**src/rtl/piso_pkg.sv**
```systemverilog
// -----------------------------------------------------------------------------
// piso_pkg
// Shared types and defaults for the parallel-in/serial-out serializer.
//   piso_state_t        : FSM state encoding (IDLE, SHIFT)
//   DEFAULT_DATA_WIDTH  : default serialized word width in bits
// -----------------------------------------------------------------------------
package piso_pkg;

    typedef enum logic {
        IDLE  = 1'b0,
        SHIFT = 1'b1
    } piso_state_t;

    localparam int DEFAULT_DATA_WIDTH = 8;

endpackage : piso_pkg

```
**src/rtl/piso_serializer_8_bit.sv**
```systemverilog
// -----------------------------------------------------------------------------
// piso_serializer_8_bit
// Parallel-in/serial-out shift register with a valid/ready load handshake.
// A word accepted at a rising edge drives its first bit from that same edge,
// and the following DATA_WIDTH-1 bits go out on consecutive cycles. A new
// word may be accepted during the last-bit cycle, so words stream with no gap.
//
// Parameters:
//   DATA_WIDTH   word width in bits (>= 2)
//   MSB_FIRST    1: bit DATA_WIDTH-1 goes out first, 0: bit 0 goes out first
//
// Ports:
//   Clk_In            in   clock, rising edge
//   Reset_In          in   asynchronous active-low reset
//   Parallel_Data_In  in   word to serialize, sampled on an accepted load
//   Load_Valid_In     in   producer offers a word
//   Load_Ready_Out    out  a word can be accepted this cycle (combinational)
//   Serial_Data_Out   out  current serial bit, 0 when not valid
//   Serial_Valid_Out  out  Serial_Data_Out carries a data bit
//   Serial_First_Out  out  first bit of a word
//   Serial_Last_Out   out  last bit of a word
//   Busy_Out          out  a word is in flight (same as Serial_Valid_Out)
// -----------------------------------------------------------------------------
module piso_serializer_8_bit
    import piso_pkg::*;
#(
    parameter int DATA_WIDTH = DEFAULT_DATA_WIDTH,
    parameter bit MSB_FIRST  = 1'b1
) (
    input  logic                  Clk_In,
    input  logic                  Reset_In,
    input  logic [DATA_WIDTH-1:0] Parallel_Data_In,
    input  logic                  Load_Valid_In,
    output logic                  Load_Ready_Out,
    output logic                  Serial_Data_Out,
    output logic                  Serial_Valid_Out,
    output logic                  Serial_First_Out,
    output logic                  Serial_Last_Out,
    output logic                  Busy_Out
);

    localparam int                CNT_W    = $clog2(DATA_WIDTH);
    localparam logic [CNT_W-1:0]  LAST_CNT = CNT_W'(DATA_WIDTH - 1);
    localparam logic [CNT_W-1:0]  CNT_ONE  = CNT_W'(1);

    piso_state_t           state_q, state_d;
    logic [DATA_WIDTH-1:0] shift_q, shift_d;
    logic [CNT_W-1:0]      cnt_q,   cnt_d;

    logic                  in_shift;
    logic                  at_last;
    logic                  accept;
    logic [DATA_WIDTH-1:0] shifted;
    logic                  head_bit;

    // Shift direction is fixed at elaboration: the bit on the output is
    // always the "head" end of the register, and the register moves toward it.
    generate
        if (MSB_FIRST) begin : g_msb_first
            assign shifted  = {shift_q[DATA_WIDTH-2:0], 1'b0};
            assign head_bit = shift_q[DATA_WIDTH-1];
        end else begin : g_lsb_first
            assign shifted  = {1'b0, shift_q[DATA_WIDTH-1:1]};
            assign head_bit = shift_q[0];
        end
    endgenerate

    // Handshake: ready in IDLE and on the last-bit cycle. Gating with the
    // reset input keeps ready low for the whole time reset is asserted.
    always_comb begin
        in_shift       = (state_q == SHIFT);
        at_last        = in_shift && (cnt_q == LAST_CNT);
        Load_Ready_Out = Reset_In && (!in_shift || at_last);
        accept         = Load_Valid_In && Load_Ready_Out;
    end

    // ---------------------------------------------------------------------
    // State register (plus datapath registers)
    // ---------------------------------------------------------------------
    always_ff @(posedge Clk_In or negedge Reset_In) begin
        if (!Reset_In) begin
            state_q <= IDLE;
            shift_q <= '0;
            cnt_q   <= '0;
        end else begin
            state_q <= state_d;
            shift_q <= shift_d;
            cnt_q   <= cnt_d;
        end
    end

    // ---------------------------------------------------------------------
    // Next-state logic
    // ---------------------------------------------------------------------
    always_comb begin
        state_d = state_q;
        case (state_q)
            IDLE: begin
                if (accept) begin
                    state_d = SHIFT;
                end
            end
            SHIFT: begin
                // A reload on the last bit keeps streaming without a gap.
                if (at_last && !accept) begin
                    state_d = IDLE;
                end
            end
            default: state_d = IDLE;
        endcase
    end

    // Datapath next values: load, shift, or clear after the final bit.
    always_comb begin
        shift_d = shift_q;
        cnt_d   = cnt_q;
        if (accept) begin
            shift_d = Parallel_Data_In;
            cnt_d   = '0;
        end else if (at_last) begin
            shift_d = '0;
            cnt_d   = '0;
        end else if (in_shift) begin
            shift_d = shifted;
            cnt_d   = cnt_q + CNT_ONE;
        end
    end

    // ---------------------------------------------------------------------
    // Output logic
    // ---------------------------------------------------------------------
    always_comb begin
        Serial_Valid_Out = in_shift;
        Serial_Data_Out  = in_shift && head_bit;
        Serial_First_Out = in_shift && (cnt_q == '0);
        Serial_Last_Out  = at_last;
        Busy_Out         = in_shift;
    end

endmodule : piso_serializer_8_bit

```
**config.mk**
```make
export PLATFORM = sky130hd
export DESIGN_NAME = piso_serializer_8_bit
export DESIGN_NICKNAME = d
export VERILOG_FILES = /design/src/rtl/piso_pkg.sv /design/src/rtl/piso_serializer_8_bit.sv
export SDC_FILE = /design/constraint.sdc
export NUM_CORES = 1
export LEC_CHECK = 0
export BUFFER_PORTS_ARGS = -buffer_cell sky130_fd_sc_hd__buf_2
export CORE_MARGIN = 1
export CORE_UTILIZATION = 45
export DETAILED_ROUTE_END_ITERATION = 10
export GPL_ROUTABILITY_DRIVEN = 0
export PLACE_DENSITY = 0.7
export SETUP_SLACK_MARGIN = 0.02
export SYNTH_ARGS = -nofsm -noshare
export SYNTH_HDL_FRONTEND = slang
export SYNTH_SLANG_ARGS = --single-unit
export TNS_END_PERCENT = 30
```
**constraint.sdc**
```tcl
create_clock -name Clk_In -period 2.6 [get_ports Clk_In]
set_input_delay 0.13 -clock Clk_In [delete_from_list [all_inputs] [get_ports Clk_In]]
set_output_delay 0.13 -clock Clk_In [all_outputs]
set_load 0.01 [all_outputs]
```
Word level (Yosys, flattened, before mapping):

Index checks and enable logic that the tools add are counted.

* memory bits (read-only): 0
* logic and storage cells: 26
* memories kept: 0
* bits of input ports: 11
* register bits after elaboration: 12
* memory bits (writable): 0
* latch bits: 0

* equality and inequality tests: 1
* reduce and logical (&&, ||, !) cells: 11
* add/sub/neg operators: 1
* $mul: 0
* $lt $le $gt $ge: 0
* divide/modulo/power cells: 0
* shifts and indexed selects: 0
* muxes and demuxes: 9
* bitwise logic cells: 1

Operator list (count)
* $mux 8: 3
* $mux 3: 3
* $logic_and 1x1->1: 6
* $add 3x1->3 const B: 1
* $eq 3x3->1 const B: 1
* $logic_not 3->1: 1
* $reduce_bool 3->1: 1
* $logic_not 1->1: 2
* $mux 1: 2
* $pmux 1 s2: 1
* $logic_or 1x1->1: 1
* $not 1->1: 1

Logic depth before layout (Yosys ltp):

Gate-level depths: netlist of the first run.

* depth after elaboration: 9
* depth in mapped cells: 6

Worst setup path after synthesis of the first run:

Ideal clock, no wire load.

* path type: flip-flop to output port
* start: reg cnt_q[0]
* end: out Load_Ready_Out
* arrival: 1.264 ns
* setup slack: 1.206 ns
* data required time: 2.470 ns
* stages on the path, launching flop included: 6
* path through: dfrtp_1 > ha_1 > ha_1 > nand2b_1 > buf_6 > and2_1

* longest elaborated chain between the ends: 4

Ends and longest elaborated chain
* from (decl): RTL line piso_serializer_8_bit.sv:48 `logic [CNT_W-1:0] cnt_q, cnt_d;`
* from (signal assigned): RTL line piso_serializer_8_bit.sv:88 `cnt_q <= cnt_d;`
* $eq 3x3->1: RTL line piso_serializer_8_bit.sv:72 `at_last = in_shift && (cnt_q == LAST_CNT);`
* $logic_and 1x1->1: RTL line piso_serializer_8_bit.sv:72
* $logic_or 1x1->1: RTL line piso_serializer_8_bit.sv:73 `Load_Ready_Out = Reset_In && (!in_shift || at_last);`
* $logic_and 1x1->1: RTL line piso_serializer_8_bit.sv:73
* to (decl): RTL line piso_serializer_8_bit.sv:34 `output logic Load_Ready_Out,`

Every way passes these cells.

Worst setup path in the final report of the first run:

Ends and elaborated chain as after synthesis.

==> results of run 1 <==
[sequential cells by signal (all words and copies together) (netlist names)]
signal	flops
shift_q	8
cnt_q	3
Busy_Out	1
[routing by layer]
layer  share of wire, %  track usage [%]  vias to the layer above
li1                   -                -                      239
met1                 49             22.8                      209
met2                 46             26.7                       11
met3                3.9             5.20                        2
met4                1.0             10.3                        0
met5                  0                0                        -
[worst max-delay path: stages (launching register included)]
cell      delay [ns]
dfrtp_1         0.41
ha_1            0.21
ha_1            0.22
nand2b_1        0.31
and2_1          0.23
buf_2           0.13
[cells by family (layout without fill, tap and decap cells)]
| group | after synthesis | after routing | synth area share (%) |
|---|---|---|---|
| flip-flops | 12 | 12 | 48.8 |
| AND/OR/NAND/NOR | 24 | 24 | 21.7 |
| AO/OA/AOI/OAI | 12 | 12 | 14.8 |
| buffers and inverters | 7 | 24 | 8.54 |
| adder cells (fa/ha/maj) | 3 | 3 | 6.10 |
[metrics by stage]
stage,hold slack [ns],util (%),setup slack [ns]
global placement,0.0343,56.6,1.01
floorplan,-0.166,-,1.21
CTS,0.0758,60.5,0.679
finish,0.0744,60.5,0.689
global route,0.0828,60.5,0.576
detailed placement,0.0393,56.6,0.979
[power groups by stage]
stage	logic [mW]	registers, mW	clock network [mW]
3_5_place_dp	0.270	0.310	0
3_3_place_gp	0.265	0.308	0
5_1_grt	0.309	0.313	0.157
2_1_floorplan	0.234	0.299	0
6_report	0.269	0.306	0.149
4_1_cts	0.272	0.307	0.151
[synth_stat cells]
cell type	n
a22o_1	2
buf_4	1
or2_1	1
a22oi_1	7
nand2b_1	1
nand3_1	8
and2_2	2
nand2_1	8
and3b_2	1
dfrtp_1	12
ha_1	3
o21ai_0	1
and2_1	2
nor2b_4	1
buf_6	3
o31ai_1	1
a21oi_2	1
inv_1	3
[layout make-up]
| type | instances | area, sq um | area share, % |
|---|---|---|---|
| sequential | 12 | 300 | 41.8 |
| multi-input combinational | 39 | 263 | 36.6 |
| timing repair buffer | 17 | 90.1 | 12.5 |
| clock buffer | 4 | 36.3 | 5.05 |
| tap | 14 | 17.5 | 2.44 |
| inverter | 3 | 11.3 | 1.57 |
[worst min path at each step]
stage,end,cells after the start
2_1_floorplan,Busy_Out$_DFF_PN0_,0
3_3_place_gp,shift_q[1]$_DFFE_PN0P_,1
3_5_place_dp,shift_q[2]$_DFFE_PN0P_,1
4_1_cts,shift_q[1]$_DFFE_PN0P_,3
5_1_grt,shift_q[0]$_DFFE_PN0P_,3
6_report,shift_q[4]$_DFFE_PN0P_,3
==> results.ini, run 1 <==
[run_status]
status=completed

[detailed_routing]
wire_per_inst_um=12.3
avgViaCountPerCell=5.18
drtIter0Drc=10
ant_nets=0
first_pass_iters=4
drcViolationCount=0
vias=461
wl_um=1100

[synthesis]
yosysWarningCount=0
synth_fp_nets=72
synthCells=58
yosysSeqAreaShare_pct=48.8
synth_cell_types=18
yosysTopAreaCellShare_pct=48.8
synth_area_per_cell_sq_um=10.6
syn-cell-area_sq_um=616
post-synth-top-area-cell=dfrtp_1
synth_seq_cells=12
yosys-top-cells-area=dfrtp_1, a22oi_1, nand3_1

[pwr]
power_density_nw_per_um2=1010
power_frac_seq_pct=42.3
pwr-share-clk_pct=20.6
power.internal_mw=0.471
p_comb_share_pct=37.1
leakage_nw=0.387
switching_power_mw=0.253
irDropWorstVdd_v=0.000436
swShare_pct=34.9
power_mw=0.724

[clock_tree]
holdBufCountCts=1
cts_max_level=1
clk_path_buf_depth=2
cts_sinks=12
numCtsBuffers=3
post-cts-setup-buffers=0
cts_tree=built
clk_pin_slew_ns=0.08
clk_latency_ns=0.27
root_buffer=clkbuf_4
post_cts_resized=0

[sta]
setup_violations=0
finalSetupTns_ns=0
max_slew.worst_pin.slew_ns=0.457
finalCriticalPeriod_ns=1.91
fin_skew_ns=0.00514
relSlewSlack_pct=69.5
fin_crit_sh_pct=73.5
max_freq_mhz=523
slew_violations=0
rsz0062_at_grt=false
finalHoldViolations=0

[setup_path]
timing.critical_path.to_type=output pin
cp.required_ns=2.47
arrival_ns=1.78
crit_path_start_kind=register
rrSetupSlack_ns=1.10
regToRegStartpoint=cnt_q[0]$_DFFE_PN0P_
cp-startpoint=cnt_q[0]$_DFFE_PN0P_
worst-setup-path-type=register to output pin
reg2reg_depth=5
cp-endpoint=Load_Ready_Out
critPathMaxFanout=10
r2r-end=shift_q[0]$_DFFE_PN0P_

[floorplan]
rows=12
initial_core_util_pct=51.9
die_area_sq_um=1520
die_w_um=39.0
die-height_um=39.0
io_pins=17
core_sq_um=1190

[flow_run]
maxCapViolCount=0

[grt]
grt_remaining_overflow=0
grt_pass1_vias=417
grt_max_degree=16
grtUsageTotal_pct=17.9
antenna_found_initial=0
grt_pass1_wl_um=1740

[finish]
antenna_cells=0
drive_above_1_share_pct=33.3
fin_area_sq_um=718
final_cells=89
synthToLayoutAreaGrowth_pct=16.7
n_fill_cell=104
finalNetCount=90
final_common_cell=buf_2
final_cell_mix=buf_2, dfrtp_1, nand3_1, nand2_1, a22oi_1

[placed_design]
post-dp-hpwl_um=761
port_buffers=16
dpl_cell_area_sq_um=672
dp_cells=84

[min_path]
hold_path.class=input port to register
min-delay-start=Parallel_Data_In[4]

Power figures use the tool's default switching activity.
==> run 2: changes to the inputs <==
CORE_UTILIZATION = 44   (was 45)
PLACE_DENSITY = 0.72   (was 0.7)
clock period = 1.75 ns   (was 2.6 ns; I/O delays follow)
==> run 2 against run 1 <==
Compared with the run above: combinational power rose by 65%; total power up 48%; worst setup slack got worse by 0.59 ns; sequential power rose by 50%; register-to-register slack got worse by 0.80 ns; non-clock buffer count grew 2; final cell count grew 2.2%; die area grew 2.2%; global-route usage up 0.53 points; flip-flop and latch count unchanged.
==> results.ini, run 2 (synthesis results as in run 1) <==
[run_status]
status=completed

[grt]
grt_max_degree=16  ; unchanged
grt_pass1_wl_um=1840  ; +5.6%
grtUsageTotal_pct=18.4  ; +0.53 points
grt_pass1_vias=438  ; +5.0%
antenna_found_initial=0  ; unchanged
grt_remaining_overflow=0  ; unchanged

[setup_path]
cpMostUsedCell=ha_1
critPathMaxFanout=4  ; -6
worstPathCellList=ha_1, ha_1, nand2b_4, and2_1, buf_2
crit_path_start_kind=register
r2r-end=shift_q[0]$_DFFE_PN0P_
cp.required_ns=1.66  ; -0.81 ns
rrSetupSlack_ns=0.30  ; -0.80 ns
regToRegStartpoint=cnt_q[0]$_DFFE_PN0P_
reg2reg_depth=6  ; +1
cp_top_family=adder cells
arrival_ns=1.56  ; -0.22 ns
worst_path_max_delay_cell=dfrtp_1
timing.critical_path.to_type=output pin
cp_num_buf_inv=1  ; unchanged
worst-setup-path-type=register to output pin
critPathMaxStageDelay_ns=0.41  ; about the same

[placed_design]
port_buffers=16  ; unchanged
post-dp-hpwl_um=788  ; +3.5%

[floorplan]
initial_core_util_pct=47.3  ; -4.6 points
die_area_sq_um=1550  ; +2.2%
rows=13  ; +1
io_pins=17  ; unchanged
core_sq_um=1300  ; +9.7%
die-height_um=39.4  ; +1.1%
die_w_um=39.4  ; +1.1%

[finish]
n_fill_cell=139  ; +34%
drive_above_1_share_pct=35.5  ; +2.2 points
finalNetCount=92  ; +2.2%
antenna_cells=0  ; unchanged
final_common_cell=buf_2
final_cell_mix=buf_2, dfrtp_1, nand3_1, nand2_1, a22oi_1
synthToLayoutAreaGrowth_pct=18.3
top_register=shift_q
largest_register_ffs=8  ; unchanged

[sta]
setup_violations=0  ; unchanged
fin_crit_sh_pct=94.4
rsz0062_at_grt=false
finalHoldViolations=0  ; unchanged
finalCriticalPeriod_ns=1.65
relSlewSlack_pct=70.4  ; +0.83 points
max_slew.worst_pin.slew_ns=0.445  ; -0.0124 ns
max_freq_mhz=606
finalSetupTns_ns=0  ; unchanged
fin_skew_ns=0.000864  ; -0.00428 ns
slew_violations=0  ; unchanged

[clock_tree]
numCtsBuffers=3  ; unchanged
clk_latency_ns=0.27  ; about the same
cts_sinks=12  ; unchanged
root_buffer=clkbuf_4
cts_max_level=1  ; unchanged
cts_tree=built
clk_path_buf_depth=2  ; unchanged
clk_pin_slew_ns=0.07  ; about the same

[detailed_routing]
avgViaCountPerCell=5.30  ; +2.3%
drcViolationCount=0  ; unchanged
vias=482  ; +4.6%
ant_nets=0  ; unchanged
wl_um=1140  ; +3.8%
wire_per_inst_um=12.5  ; +1.6%
first_pass_iters=3  ; -1
drtIter0Drc=11  ; +1

[min_path]
hold_path.class=input port to register
min_path_cells=3  ; unchanged
hold_end=shift_q[6]$_DFFE_PN0P_
min-delay-start=Parallel_Data_In[6]

[pwr]
power_density_nw_per_um2=1470  ; +46%
leakage_nw=0.392  ; +1.3%
irDropWorstVdd_v=0.000588  ; +35%
power_mw=1.07  ; +48%

[flow_run]
maxCapViolCount=0  ; unchanged

## run 2: changes by cell type in the layout (fill, tap and decap cells not counted), sizes merged
cell    before  now
clkbuf       4    3
buf         16   18
## run 2: layout make-up
cell class                      instances  area, sq um  share of cell area (%)
Clock buffer                            3         22.5                    3.09
Inverter                                3         11.3                    1.55
Multi-Input combinational cell         39          270                    37.1
Sequential cell                        12          300                    41.2
Tap cell                               15         18.8                    2.58
Timing Repair Buffer                   19          105                    14.4
## run 2: worst max path at each step
stage / startpoint / end / slack [ns] / cells past startpoint
after floorplan: cnt_q[0]$_DFFE_PN0P_ / Load_Ready_Out / 0.40 / 5
after CTS: cnt_q[0]$_DFFE_PN0P_ / Load_Ready_Out / 0.03 / 5
after global routing: cnt_q[0]$_DFFE_PN0P_ / Load_Ready_Out / 0.03 / 5
after global placement: cnt_q[0]$_DFFE_PN0P_ / Load_Ready_Out / 0.20 / 5
after detailed placement: cnt_q[0]$_DFFE_PN0P_ / Load_Ready_Out / 0.14 / 5
final: cnt_q[0]$_DFFE_PN0P_ / Load_Ready_Out / 0.1 / 5
## run 2: timing repair
item / 4_1_cts / 5_1_grt
endpoints found under the setup margin: 1 / 1
hold endpoints to repair: 12 / 0
resized for setup: 2 / 0
hold buffers: 1 / 0
buffers inserted: 0 / 2
## run 2: through the flow
stage	area, sq um	hold slack [ns]	setup WS [ns]	std cells	util, %
5_1_grt	728	0.0333	0.0311	91	56.0
2_1_floorplan	616	-0.208	0.399	58	-
3_3_place_gp	673	-0.00805	0.196	85	51.7
3_5_place_dp	673	-0.00373	0.140	85	51.7
6_report	728	0.0294	0.0986	91	56.0
4_1_cts	713	0.0271	0.0309	89	54.8
## run 2: layer usage
layer	share of wire, %	track usage, %	vias up	wire (um)
met1	46	21.4	222	522
li1	-	-	241	-
met4	2.1	12.9	0	24
met5	0	0	-	0
met3	4.5	3.41	3	51
met2	47	29.9	16	540
## run 2: worst register-to-register path, delay by kind of cell (launching register included)
kind,cells,cell delay (ns)
adders and majority gates,2,0.44
DFF,1,0.41
and+or+nand+nor,2,0.24
buffers and inverters,1,0.16
AOI/OAI and AO/OA,1,0.07
## run 2: where the power goes
group	internal (mW)	total [mW]	switching, mW	leakage, nW
sequential	0.381	0.458	0.0778	0.155
clock	0.0798	0.169	0.0895	0.0138
combinational	0.226	0.444	0.217	0.223
==> run 3: changes to the inputs <==
PLACE_DENSITY = 0.75   (was 0.72)
==> run 3 against run 2 <==
Compared with the run above: flip-flop and latch count stayed put; die area stayed put; clock-buffer cell count stayed put; critical path type unchanged; critical path depth stayed put; worst hold slack worse by 0.0035 ns; sequential share of layout area stayed put; register-to-register slack better by 0.03 ns; worst setup slack better by 0.011 ns; final cell count stayed put; via count is 1.2% lower; combinational power hardly changed.
==> results.ini, run 3 (synthesis results as in run 1) <==
[run_status]
status=completed

[detailed_routing]
drtIter0Drc=11  ; unchanged
wl_met3_um=71  ; +39%
ant_nets=0  ; unchanged
wl_met2_um=480  ; -11%
drcViolationCount=0  ; unchanged
vias=476  ; -1.2%
wl_met1_um=503  ; -3.6%
first_pass_iters=4  ; +1
top_layer=met4
wire_per_inst_um=11.9  ; -4.7%
avgViaCountPerCell=5.23  ; -1.2%
wl_um=1090  ; -4.7%

[placed_design]
dp_cells=85  ; unchanged
pre_cts_ws_ns=0.154  ; +0.0135 ns
port_buffers=16  ; unchanged
post-dp-hpwl_um=751  ; -4.6%

[pwr]
irDropWorstVdd_v=0.000659  ; +12%
power_density_nw_per_um2=1470  ; -0.25%
leakage_nw=0.392  ; unchanged

[clock_tree]
clk_latency_ns=0.27  ; about the same
cts_tree=built
clk_path_buf_depth=2  ; unchanged
cts_max_level=1  ; unchanged
cts_sinks=12  ; unchanged
root_buffer=clkbuf_4
numCtsBuffers=3  ; unchanged
clk_pin_slew_ns=0.07  ; about the same

[sta]
max_freq_mhz=610  ; +0.69%
rsz0062_at_grt=false
worst_slack_ns=0.110  ; +0.0113 ns
holdWs_ns=0.0259  ; -0.00351 ns
finalCriticalPeriod_ns=1.64  ; -0.0113 ns
finalHoldViolations=0  ; unchanged
fin_skew_ns=0.00314  ; +0.00228 ns
finalSetupTns_ns=0  ; unchanged
setup_violations=0  ; unchanged
relSlewSlack_pct=69.8  ; -0.54 points
slew_violations=0  ; unchanged
fin_crit_sh_pct=93.7  ; -0.65 points
max_slew.worst_pin.slew_ns=0.453  ; +0.00804 ns

[setup_path]
worst_path_max_delay_cell=dfrtp_1
timing.critical_path.to_type=output pin
rrSetupSlack_ns=0.33  ; +0.03 ns
critPathMaxFanout=4  ; unchanged
crit_path_start_kind=register
cp_num_buf_inv=1  ; unchanged
cp-startpoint=cnt_q[0]$_DFFE_PN0P_
r2r-end=shift_q[2]$_DFFE_PN0P_
reg2reg_depth=6  ; unchanged
cp-endpoint=Load_Ready_Out
cp.required_ns=1.66  ; about the same
worst-setup-path-type=register to output pin
cp_top_family=adder cells
regToRegStartpoint=cnt_q[0]$_DFFE_PN0P_
cpMostUsedCell=ha_1
worstPathCellList=ha_1, ha_1, nand2b_4, and2_1, buf_2
critPathMaxStageDelay_ns=0.41  ; about the same
path_depth=5  ; unchanged
arrival_ns=1.55  ; about the same

[floorplan]
rows=13  ; unchanged
io_pins=17  ; unchanged
core_sq_um=1300  ; unchanged
initial_core_util_pct=47.3  ; unchanged
die_w_um=39.4  ; unchanged
die_area_sq_um=1550  ; unchanged
die-height_um=39.4  ; unchanged

[finish]
largest_register_ffs=8  ; unchanged
final_cell_mix=buf_2, dfrtp_1, nand3_1, nand2_1, a22oi_1
drive_above_1_share_pct=35.5  ; unchanged
top_register=shift_q
final_common_cell=buf_2
finalNetCount=92  ; unchanged
antenna_cells=0  ; unchanged
final_cells=91  ; unchanged
synthToLayoutAreaGrowth_pct=18.3  ; unchanged
n_fill_cell=131  ; -5.8%

[grt]
antenna_found_initial=0  ; unchanged
grt_pass1_wl_um=1890  ; +3.0%
grtUsageTotal_pct=18.8  ; +0.43 points
grt_pass1_vias=433  ; -1.1%
grt_max_degree=16  ; unchanged
grt_remaining_overflow=0  ; unchanged

[min_path]
hold_path.class=input port to register
min-delay-start=Parallel_Data_In[3]

[flow_run]
maxCapViolCount=0  ; unchanged

[run 3: cell counts in the layout (fill, tap and decap cells not counted)]
No cell type changed its count.
[run 3: cell type report]
class,instances,area (sq um),area share (%)
clock buffer,3,22.5,3.09
multi-input combinational,39,270,37.1
inverter,3,11.3,1.55
timing repair buffer,19,105,14.4
sequential,12,300,41.2
tap,15,18.8,2.58
[run 3: routing by layer]
metal / GRT usage (%) / vias to the layer above
li1: - / 236
met1: 26.0 / 212
met2: 26.2 / 25
met3: 5.11 / 3
met4: 10.3 / 0
met5: 0 / -
[run 3: metrics by stage]
step	power, mW	utilization (%)	cell area, sq um
6_report	1.07	56.0	728
3_5_place_dp	0.866	51.7	673
4_1_cts	1.05	54.8	713
2_1_floorplan	0.793	-	616
3_3_place_gp	0.849	51.7	673
5_1_grt	1.17	56.0	728
[run 3: power by group]
group / switching [mW] / internal [mW] / leakage, nW / total [mW]
Sequential: 0.0779 / 0.381 / 0.155 / 0.458
Combinational: 0.214 / 0.227 / 0.223 / 0.441
Clock: 0.0896 / 0.0797 / 0.0138 / 0.169
Total: 0.382 / 0.687 / 0.392 / 1.07
[run 3: worst min-delay path by stage]
stage | end | slack [ns] | cells past startpoint
after floorplan | Busy_Out$_DFF_PN0_ | -0.21 | 0
after global placement | shift_q[4]$_DFFE_PN0P_ | -0.008 | 1
after detailed placement | shift_q[4]$_DFFE_PN0P_ | -0.004 | 1
after CTS | shift_q[3]$_DFFE_PN0P_ | 0.02 | 3
after global routing | shift_q[5]$_DFFE_PN0P_ | 0.04 | 3
final | shift_q[3]$_DFFE_PN0P_ | 0.03 | 3
[run 3: timing repair]
action,in CTS,in global routing
gates resized for setup,2,0
pin swaps,0,0
hold buffers,1,0
endpoints found under the setup margin,1,1
setup buffers,0,2
endpoints found under the hold margin,12,0
[run 3: worst register-to-register path: cells and delay by family (launching register included)]
family,cells,cell delay [ns]
adders and majority gates,2,0.43
buffers and inverters,1,0.17
DFF,1,0.41
and+or+nand+nor,3,0.31
